==> src/rtl/sid_regfile.sv <==
// sid_regfile: SID-compatible register bank fed by the SPI slave, with per-voice gate edge pulses.
// Define SID_REGFILE_DBUF_EN to stage writes and commit them to the active bank on sample_tick_i.
module sid_regfile #(
    parameter int         NUM_VOICES     = 3,
    parameter logic [7:0] RDATA_UNMAPPED = 8'h00
) (
    input  logic        clk_i,
    input  logic        rst_i,
    input  logic [6:0]  reg_addr_i,
    input  logic [7:0]  reg_wdata_i,
    input  logic        reg_we_i,
    output logic [7:0]  reg_rdata_o,
    input  logic        sample_tick_i,
    input  logic [7:0]  osc3_i,
    input  logic [7:0]  env3_i,
    output logic [47:0] freq_o,
    output logic [35:0] pw_o,
    output logic [23:0] ctrl_o,
    output logic [23:0] ad_o,
    output logic [23:0] sr_o,
    output logic [10:0] fc_o,
    output logic [3:0]  res_o,
    output logic [3:0]  route_o,
    output logic [3:0]  mode_o,
    output logic [3:0]  vol_o,
    output logic [2:0]  gate_rise_o,
    output logic [2:0]  gate_fall_o
);
    localparam int         NUM_REGS  = 25;
    localparam logic [6:0] ADDR_LAST = 7'h18;
    localparam logic [6:0] ADDR_OSC3 = 7'h1B;
    localparam logic [6:0] ADDR_ENV3 = 7'h1C;

    // The register map is the fixed SID layout; other voice counts have no meaning.
    if (NUM_VOICES != 3) begin : g_bad_voices
        $error("sid_regfile: NUM_VOICES must be 3");
    end

    function automatic logic [7:0] store_mask(input logic [4:0] idx, input logic [7:0] data);
        logic [7:0] m;
        m = data;
        if (idx == 5'd3 || idx == 5'd10 || idx == 5'd17) begin
            m = {4'h0, data[3:0]};
        end else if (idx == 5'd21) begin
            m = {5'h00, data[2:0]};
        end
        return m;
    endfunction

    function automatic logic [2:0] gates(input logic [NUM_REGS-1:0][7:0] bank);
        return {bank[18][0], bank[11][0], bank[4][0]};
    endfunction

    logic [NUM_REGS-1:0][7:0] active_q;
    logic [NUM_REGS-1:0][7:0] active_d;
    logic [NUM_REGS-1:0][7:0] read_bank;
    logic                     wr_en;
    logic [4:0]               wr_idx;
    logic [7:0]               wr_byte;
    logic [7:0]               rdata_d;
    logic [2:0]               gate_q;
    logic [2:0]               gate_d;

    assign wr_en   = reg_we_i && (reg_addr_i <= ADDR_LAST);
    assign wr_idx  = reg_addr_i[4:0];
    assign wr_byte = store_mask(wr_idx, reg_wdata_i);

`ifdef SID_REGFILE_DBUF_EN
    logic [NUM_REGS-1:0][7:0] stage_q;
    logic [NUM_REGS-1:0][7:0] stage_d;

    always_comb begin
        stage_d = stage_q;
        if (wr_en) begin
            stage_d[wr_idx] = wr_byte;
        end
    end

    // Commit takes stage_d so a write landing on the tick edge is included.
    always_comb begin
        active_d = active_q;
        if (sample_tick_i) begin
            active_d = stage_d;
        end
    end

    always_ff @(posedge clk_i) begin
        if (rst_i) begin
            stage_q <= '0;
        end else begin
            stage_q <= stage_d;
        end
    end

    assign read_bank = stage_q;
`else
    logic tick_unused;
    assign tick_unused = sample_tick_i;

    always_comb begin
        active_d = active_q;
        if (wr_en) begin
            active_d[wr_idx] = wr_byte;
        end
    end

    assign read_bank = active_q;
`endif

    assign gate_q = gates(active_q);
    assign gate_d = gates(active_d);

    always_comb begin
        rdata_d = RDATA_UNMAPPED;
        if (reg_addr_i <= ADDR_LAST) begin
            rdata_d = read_bank[reg_addr_i[4:0]];
        end else if (reg_addr_i == ADDR_OSC3) begin
            rdata_d = osc3_i;
        end else if (reg_addr_i == ADDR_ENV3) begin
            rdata_d = env3_i;
        end
    end

    always_ff @(posedge clk_i) begin
        if (rst_i) begin
            active_q    <= '0;
            reg_rdata_o <= 8'h00;
            gate_rise_o <= 3'b000;
            gate_fall_o <= 3'b000;
        end else begin
            active_q    <= active_d;
            reg_rdata_o <= rdata_d;
            gate_rise_o <= gate_d & ~gate_q;
            gate_fall_o <= ~gate_d & gate_q;
        end
    end

    for (genvar v = 0; v < 3; v++) begin : g_voice
        assign freq_o[16*v +: 16] = {active_q[7*v+1], active_q[7*v]};
        assign pw_o[12*v +: 12]   = {active_q[7*v+3][3:0], active_q[7*v+2]};
        assign ctrl_o[8*v +: 8]   = active_q[7*v+4];
        assign ad_o[8*v +: 8]     = active_q[7*v+5];
        assign sr_o[8*v +: 8]     = active_q[7*v+6];
    end

    assign fc_o    = {active_q[22], active_q[21][2:0]};
    assign res_o   = active_q[23][7:4];
    assign route_o = active_q[23][3:0];
    assign mode_o  = active_q[24][7:4];
    assign vol_o   = active_q[24][3:0];

endmodule

==> config.mk <==
export PLATFORM = sky130hd
export DESIGN_NAME = sid_regfile
export DESIGN_NICKNAME = d
export VERILOG_FILES = /design/src/rtl/sid_regfile.sv
export SDC_FILE = /design/constraint.sdc
export NUM_CORES = 1
export LEC_CHECK = 0
export CAP_MARGIN = 20
export CORE_MARGIN = 2
export CORE_UTILIZATION = 56
export CTS_CLUSTER_DIAMETER = 120
export DETAILED_ROUTE_END_ITERATION = 6
export PLACE_DENSITY_LB_ADDON = 0.15
export SYNTH_ARGS = -nofsm -noshare
export SYNTH_HDL_FRONTEND = slang
export SYNTH_SLANG_ARGS = --single-unit
==> constraint.sdc <==
create_clock -name clk_i -period 3.3 [get_ports clk_i]
set_input_delay 0.495 -clock clk_i [delete_from_list [all_inputs] [get_ports clk_i]]
set_output_delay 0.495 -clock clk_i [all_outputs]
set_load 0.01 [all_outputs]
==> metrics.txt, run 1 <==
global-route wire length before repair=46900 um; TritonCTS clock tree=built; switching share of total power=0.238; Reg clk slew, reported paths=0.06 ns; Max-slew headroom=0.399; Root Driver=clkbuf_16; cts bufs inserted=23; layout cell share with drive strength beyond 1=0.147; vias post-DR=8124; MaxCap Viol Count=0; final setup fails=0; combinational share of power=0.071; Internal=~4200 uW; Setup CP Type=input port to register; Max FO, Critical Path=28; cells along the critical path=clkdlybuf4s50_1 > buf_4 > nand3_1 > nor3_4 > mux2i_1 > nor2_1; CP Launch Point=reg_addr_i[3]; clk_lat worst skew=~0.53 ns; Worst-Margin Slew=approximately 0.90 ns; Async SR Flop Fraction=0; Area Overhead vs Synth=18.4%; final core utilization=0.677; H-tree Lvls=1; clock tree buffer depth=3; startpoint types=input port; post-synthesis cell type count=56; total track usage=0.283; initial antenna violation count=0; Clock power frac=0.461; Initial Utilization=0.571; Post-synth EDFFs=0; count of final hold-check violations=0; synth warn=0; Antenna Violating Nets Remaining=0; Highest Clock Rate=between 400 and 500 MHz; Mean Syn Cell Area=10.1 sq um; Slowest Stage Delay on Critical Path=roughly 0.60 ns; Tcrit/Tclk final=0.677; Seq cells post-synth=214; Worst R2R Start=ctrl_o[13]$_SDFFE_PP0P_; Placer Congestion=approximately 0.87; # Post-CTS Setup Buffers=0; slowest stage cell, crit path=nor3_4; Post-Route WL=30900 um; Min Clock Period, post-route=2.24 ns; Final Max Slew Viols=0; CTS Sinks=approximately 210; cts repair resizes=0; status=completed; Boundary Pins=roughly 230; post-DR vias/cell=5.71; sequential fraction of the synthesis area=0.385; Setup TNS Final=0 ns; sw power=around 1300 uW; dominant synthesized flop cell=dfxtp_1; Critical Path RT=3.71 ns; Flop pwr share=0.469; TritonRoute pass-1 iters=5; DRC viols=0; hold_sp=active_q[142]$_SDFFE_PP0P_; fin nets=about 1.2k; hold buffer count at CTS=0; initial DRC count=about 630; clk_skew=0.0115 ns; Mapped Nets=roughly 1.1k; I/O Buffers=230; worst min path class=register to register; global route total overflow=0; RSZ-0062 raised after global routing=false; Final HPWL DP=roughly 22000 um; Syn Std Cell Area=between 10000 and 15000 sq um; Gate Count Post-Synth=~1.1k; Critical Path AT=~2.7 ns; LEAKAGE=around 0.0049 uW; area of the core=19500 sq um; row cnt=51; vias in the first global route=between 7k and 8k; VDD IR max=0.000360 V; DR WL/cell=21.7 um; power per cell area=421 nW/um^2; chip width=roughly 140 um; largest net degree at the start of global routing=94; total die area=~21000 sq um; Die Y-Extent=~140 um; CP Capture Type=register
-- through the flow --
step | std cells | total power (uW) | hold WS [ns] | setup slack [ns] | cell area (sq um)
floorplan | 1100 | 2900 | 0.424 | 1.17 | 11100
global placement | 1380 | 3040 | 0.439 | 0.486 | 12400
detailed placement | 1380 | 3040 | 0.444 | 0.482 | 12400
CTS | 1421 | 5570 | 0.460 | 1.02 | 13200
global route | 1422 | 5690 | 0.470 | 0.917 | 13200
finish | 1423 | 5540 | 0.460 | 1.06 | 13200
-- kinds of logic after synthesis --
group | Yosys count | share of synthesized area
AO/OA/AOI/OAI | 59 | 0.0372
XOR/XNOR | 1 | 0.000788
buffers and inverters | 270 | 0.162
flip-flops | 214 | 0.385
multiplexers | 231 | 0.257
AND/OR/NAND/NOR | 325 | 0.157
-- critical path, delay by kind of cell --
kind / cells / cell delay, ns
buf+inv: 2 / 0.84
mux: 1 / 0.27
simple gates: 3 / 1.03
-- cell usage after synthesis (3+ instances only) --
master    count  area, sq um
and4_1        3         26.3
and2_1       19          119
nor2_1      183          687
nand3_1      32          160
o31a_1        3         26.3
buf_1         4         15.0
or3_1         4         25.0
clkbuf_1     42          158
nor2b_1       5         31.3
a22oi_1       4         30.0
a21oi_1       9         45.0
a31oi_1       7         43.8
nor3_1        4         20.0
nand2b_1      5         31.3
a31o_2        3         26.3
o21ai_0      10         50.1
nor3b_1       6         45.0
a211oi_1      5         37.5
nor3_4        4         65.1
inv_1         4         15.0
nor4_4       10          213
dfxtp_1     214         4280
nand4_1      10         62.6
mux4_2       44          991
buf_4       186         1400
nand2_1      19         71.3
o32ai_1       3         26.3
buf_6         6         67.6
buf_2        25          125
nand3b_1      4         30.0
a32oi_1       3         26.3
mux2i_1     187         1870
-- state kept, by name, summed over array words and instances (netlist names) --
register	cells
freq_o	48
pw_o	36
ad_o	24
ctrl_o	24
sr_o	24
active_q	17
fc_o	11
reg_rdata_o	8
mode_o	4
res_o	4
route_o	4
vol_o	4
gate_fall_o	3
gate_rise_o	3
-- routing by layer --
layer	track usage	wire, um
met1	0.396	13400
met2	0.456	14300
met3	0.0597	2640
met4	0.0559	546
met5	0	0
-- cells in the final DEF, fill, tap and decap left out, drive strengths merged, types with 19 or more instances in the layout --
master,n
dfxtp,214
mux2i,187
nand2,19
mux4,44
nand3,32
nor2,183
clkbuf,35
buf,56
and2,19
clkdlybuf4s50,226
-- cell type report --
type / count / area, sq um
Fill cell: 1558 / 6290
Multi-Input combinational cell: 616 / 5070
Sequential cell: 214 / 4280
Timing Repair Buffer: 282 / 2710
Clock buffer: 35 / 711
Tap cell: 265 / 332
Clock inverter: 6 / 47.5
Inverter: 4 / 15.0
Antenna cell: 1 / 2.50
-- power by group through the flow --
| stage | Sequential, uW | Clock, uW | Combinational [uW] |
|---|---|---|---|
| after floorplan | 2650 | 0 | 245 |
| after global placement | 2650 | 0 | 383 |
| after detailed placement | 2650 | 0 | 384 |
| after CTS | 2600 | 2580 | 386 |
| after global routing | 2600 | 2690 | 411 |
| final | 2600 | 2550 | 391 |
-- path summary, 6_finish.rpt --
check	slack [ns]	cells past startpoint	to
worst max-delay path	1.06	6	freq_o[32]$_SDFFE_PP0P_
worst min-delay path	0.46	1	active_q[142]$_SDFFE_PP0P_
worst max register to register	1.46	4	reg_rdata_o[5]$_SDFF_PP0_
worst min register to register	0.46	1	active_q[142]$_SDFFE_PP0P_
Note: power is estimated with default switching activity, not from simulation.
==> run 2: changes to the inputs <==
--- a/config.mk
+++ b/config.mk
@@ -7,7 +7,7 @@
 export LEC_CHECK = 0
 export CAP_MARGIN = 20
 export CORE_MARGIN = 2
-export CORE_UTILIZATION = 56
+export CORE_UTILIZATION = 52
 export CTS_CLUSTER_DIAMETER = 120
 export DETAILED_ROUTE_END_ITERATION = 6
 export PLACE_DENSITY_LB_ADDON = 0.15
==> constraint.sdc (replaced) <==
create_clock -name clk_i -period 2.2 [get_ports clk_i]
set_input_delay 0.33 -clock clk_i [delete_from_list [all_inputs] [get_ports clk_i]]
set_output_delay 0.33 -clock clk_i [all_outputs]
set_load 0.01 [all_outputs]
==> run 2 against run 1 <==
- clock-buffer cell count shrank 6
- global-route usage shrank 0.76 points
- setup slack lost 0.84 ns
==> metrics.txt, run 2 (synthesized netlist as in run 1, its figures left out) <==
PnR Total Power=between 8000 and 9000 uW; total track usage=0.275; Ant. Diodes=0; MaxCap Viol Count=0; Final Max Slew Viols=0; H-tree Lvls=1; CP Capture Type=register; cts repair resizes=0; DRC viols=0; Max-slew headroom=0.613; Tcrit/Tclk final=0.899; Root Driver=clkbuf_16; layout cell share with drive strength beyond 1=0.177; cts bufs inserted=22; largest net degree at the start of global routing=56; Initial Utilization=0.529; LEAKAGE=0.00516 uW; Setup CP Type=input port to register; TritonCTS clock tree=built; initial DRC count=between 500 and 600; status=completed; max FFs per register=48; area of the core=roughly 21000 sq um; global route total overflow=0; final setup fails=0; vias post-DR=between 8k and 9k; startpoint types=input port; Area after DPL=approximately 13000 sq um; power per cell area=594 nW/um^2; CTS Sinks=roughly 210; I/O Buffers=230; # Post-CTS Setup Buffers=0; fin nets=approximately 1.2k; row cnt=53; clk_lat worst skew=0.51 ns; total die area=22600 sq um; TritonRoute pass-1 iters=6; Min Clock Period, post-route=roughly 2.0 ns; DR WL/cell=approximately 22 um; global-route wire length before repair=46900 um; RSZ-0062 raised after global routing=false; Boundary Pins=around 230; Post-Route WL=31800 um; Critical Path RT=2.65 ns; Worst-Margin Slew=between 0.5 and 0.6 ns; Critical Path AT=~2.4 ns; hold buffer count at CTS=0; final hold slack=about 0.21 ns; most common cell after layout, fill and taps aside=clkdlybuf4s50_1; Antenna Violating Nets Remaining=0; design area=13600 sq um; worst min path class=input port to register; chip width=roughly 150 um; count of final hold-check violations=0; Max FO, Critical Path=10; Reg clk slew, reported paths=~0.06 ns; Hold Crit Depth=2; VDD IR max=a little under 0.0005 V; Placer Congestion=a little over 0.8; reg2reg path depth=5; Highest Clock Rate=between 500 and 600 MHz; most frequent cells in the layout=clkdlybuf4s50_1, dfxtp_1, mux2i_1; Area Overhead vs Synth=22.6%; Die Y-Extent=around 150 um; Final HPWL DP=23000 um; clk_skew=around 0.013 ns; post-DR vias/cell=about 5.6; initial antenna violation count=0; final core utilization=0.649; vias in the first global route=roughly 7.8k; clock tree buffer depth=3
==> run 2: cell count changes in the layout (fill, tap and decap cells not counted), moves of 2 or more <==
cell      change
buf_12       +16
clkinv_2      +2
clkbuf_8      -5
buf_4        +32
==> run 2: critical path, cell delays in order <==
cell             delay (ns)
clkdlybuf4s50_1        0.53
buf_4                  0.21
buf_4                  0.17
nor3b_1                0.06
buf_4                  0.18
a211oi_2               0.50
buf_4                  0.26
nand3_1                0.08
a21oi_1                0.11
==> run 2: metrics by stage <==
| step | worst slack, ns | std cells | setup TNS (ns) |
|---|---|---|---|
| after floorplan | 0.236 | 1100 | 0 |
| after global placement | -0.199 | 1437 | -7.05 |
| after detailed placement | -0.221 | 1437 | -10.40 |
| after CTS | 0.288 | 1473 | 0 |
| after global routing | 0.168 | 1473 | 0 |
| final | 0.221 | 1473 | 0 |
==> run 2: worst paths after layout <==
check | startpoint | end | slack [ns]
setup / recovery | reg_addr_i[2] | mode_o[0]$_SDFFE_PP0P_ | 0.22
hold / removal | rst_i | ad_o[21]$_SDFFE_PP0P_ | 0.21
setup reg to reg | pw_o[5]$_SDFFE_PP0P_ | reg_rdata_o[5]$_SDFF_PP0_ | 0.37
hold reg to reg | active_q[142]$_SDFFE_PP0P_ | active_q[142]$_SDFFE_PP0P_ | 0.46
==> run 2: metal layers <==
layer | track usage | share of wire | vias up
met1 | 0.409 | 0.46 | 3982
met5 | 0 | 0 | -
li1 | - | - | 3819
met3 | 0.0470 | 0.085 | 42
met2 | 0.419 | 0.44 | 345
met4 | 0.0637 | 0.020 | 0
==> run 2: power by group <==
part	internal (uW)	total, uW	switching [uW]
combinational	271	668	397
sequential	3890	3900	8.10
clock	2020	3540	1510
==> run 2: cell type report <==
cell class	instances	area (sq um)
clock buffers	29	638
clock inverters	7	37.5
fillers	1694	7380
inverters	4	15.0
multi-input cells	616	5070
flip-flops and latches	214	4280
well taps	275	344
repair buffers	328	3250
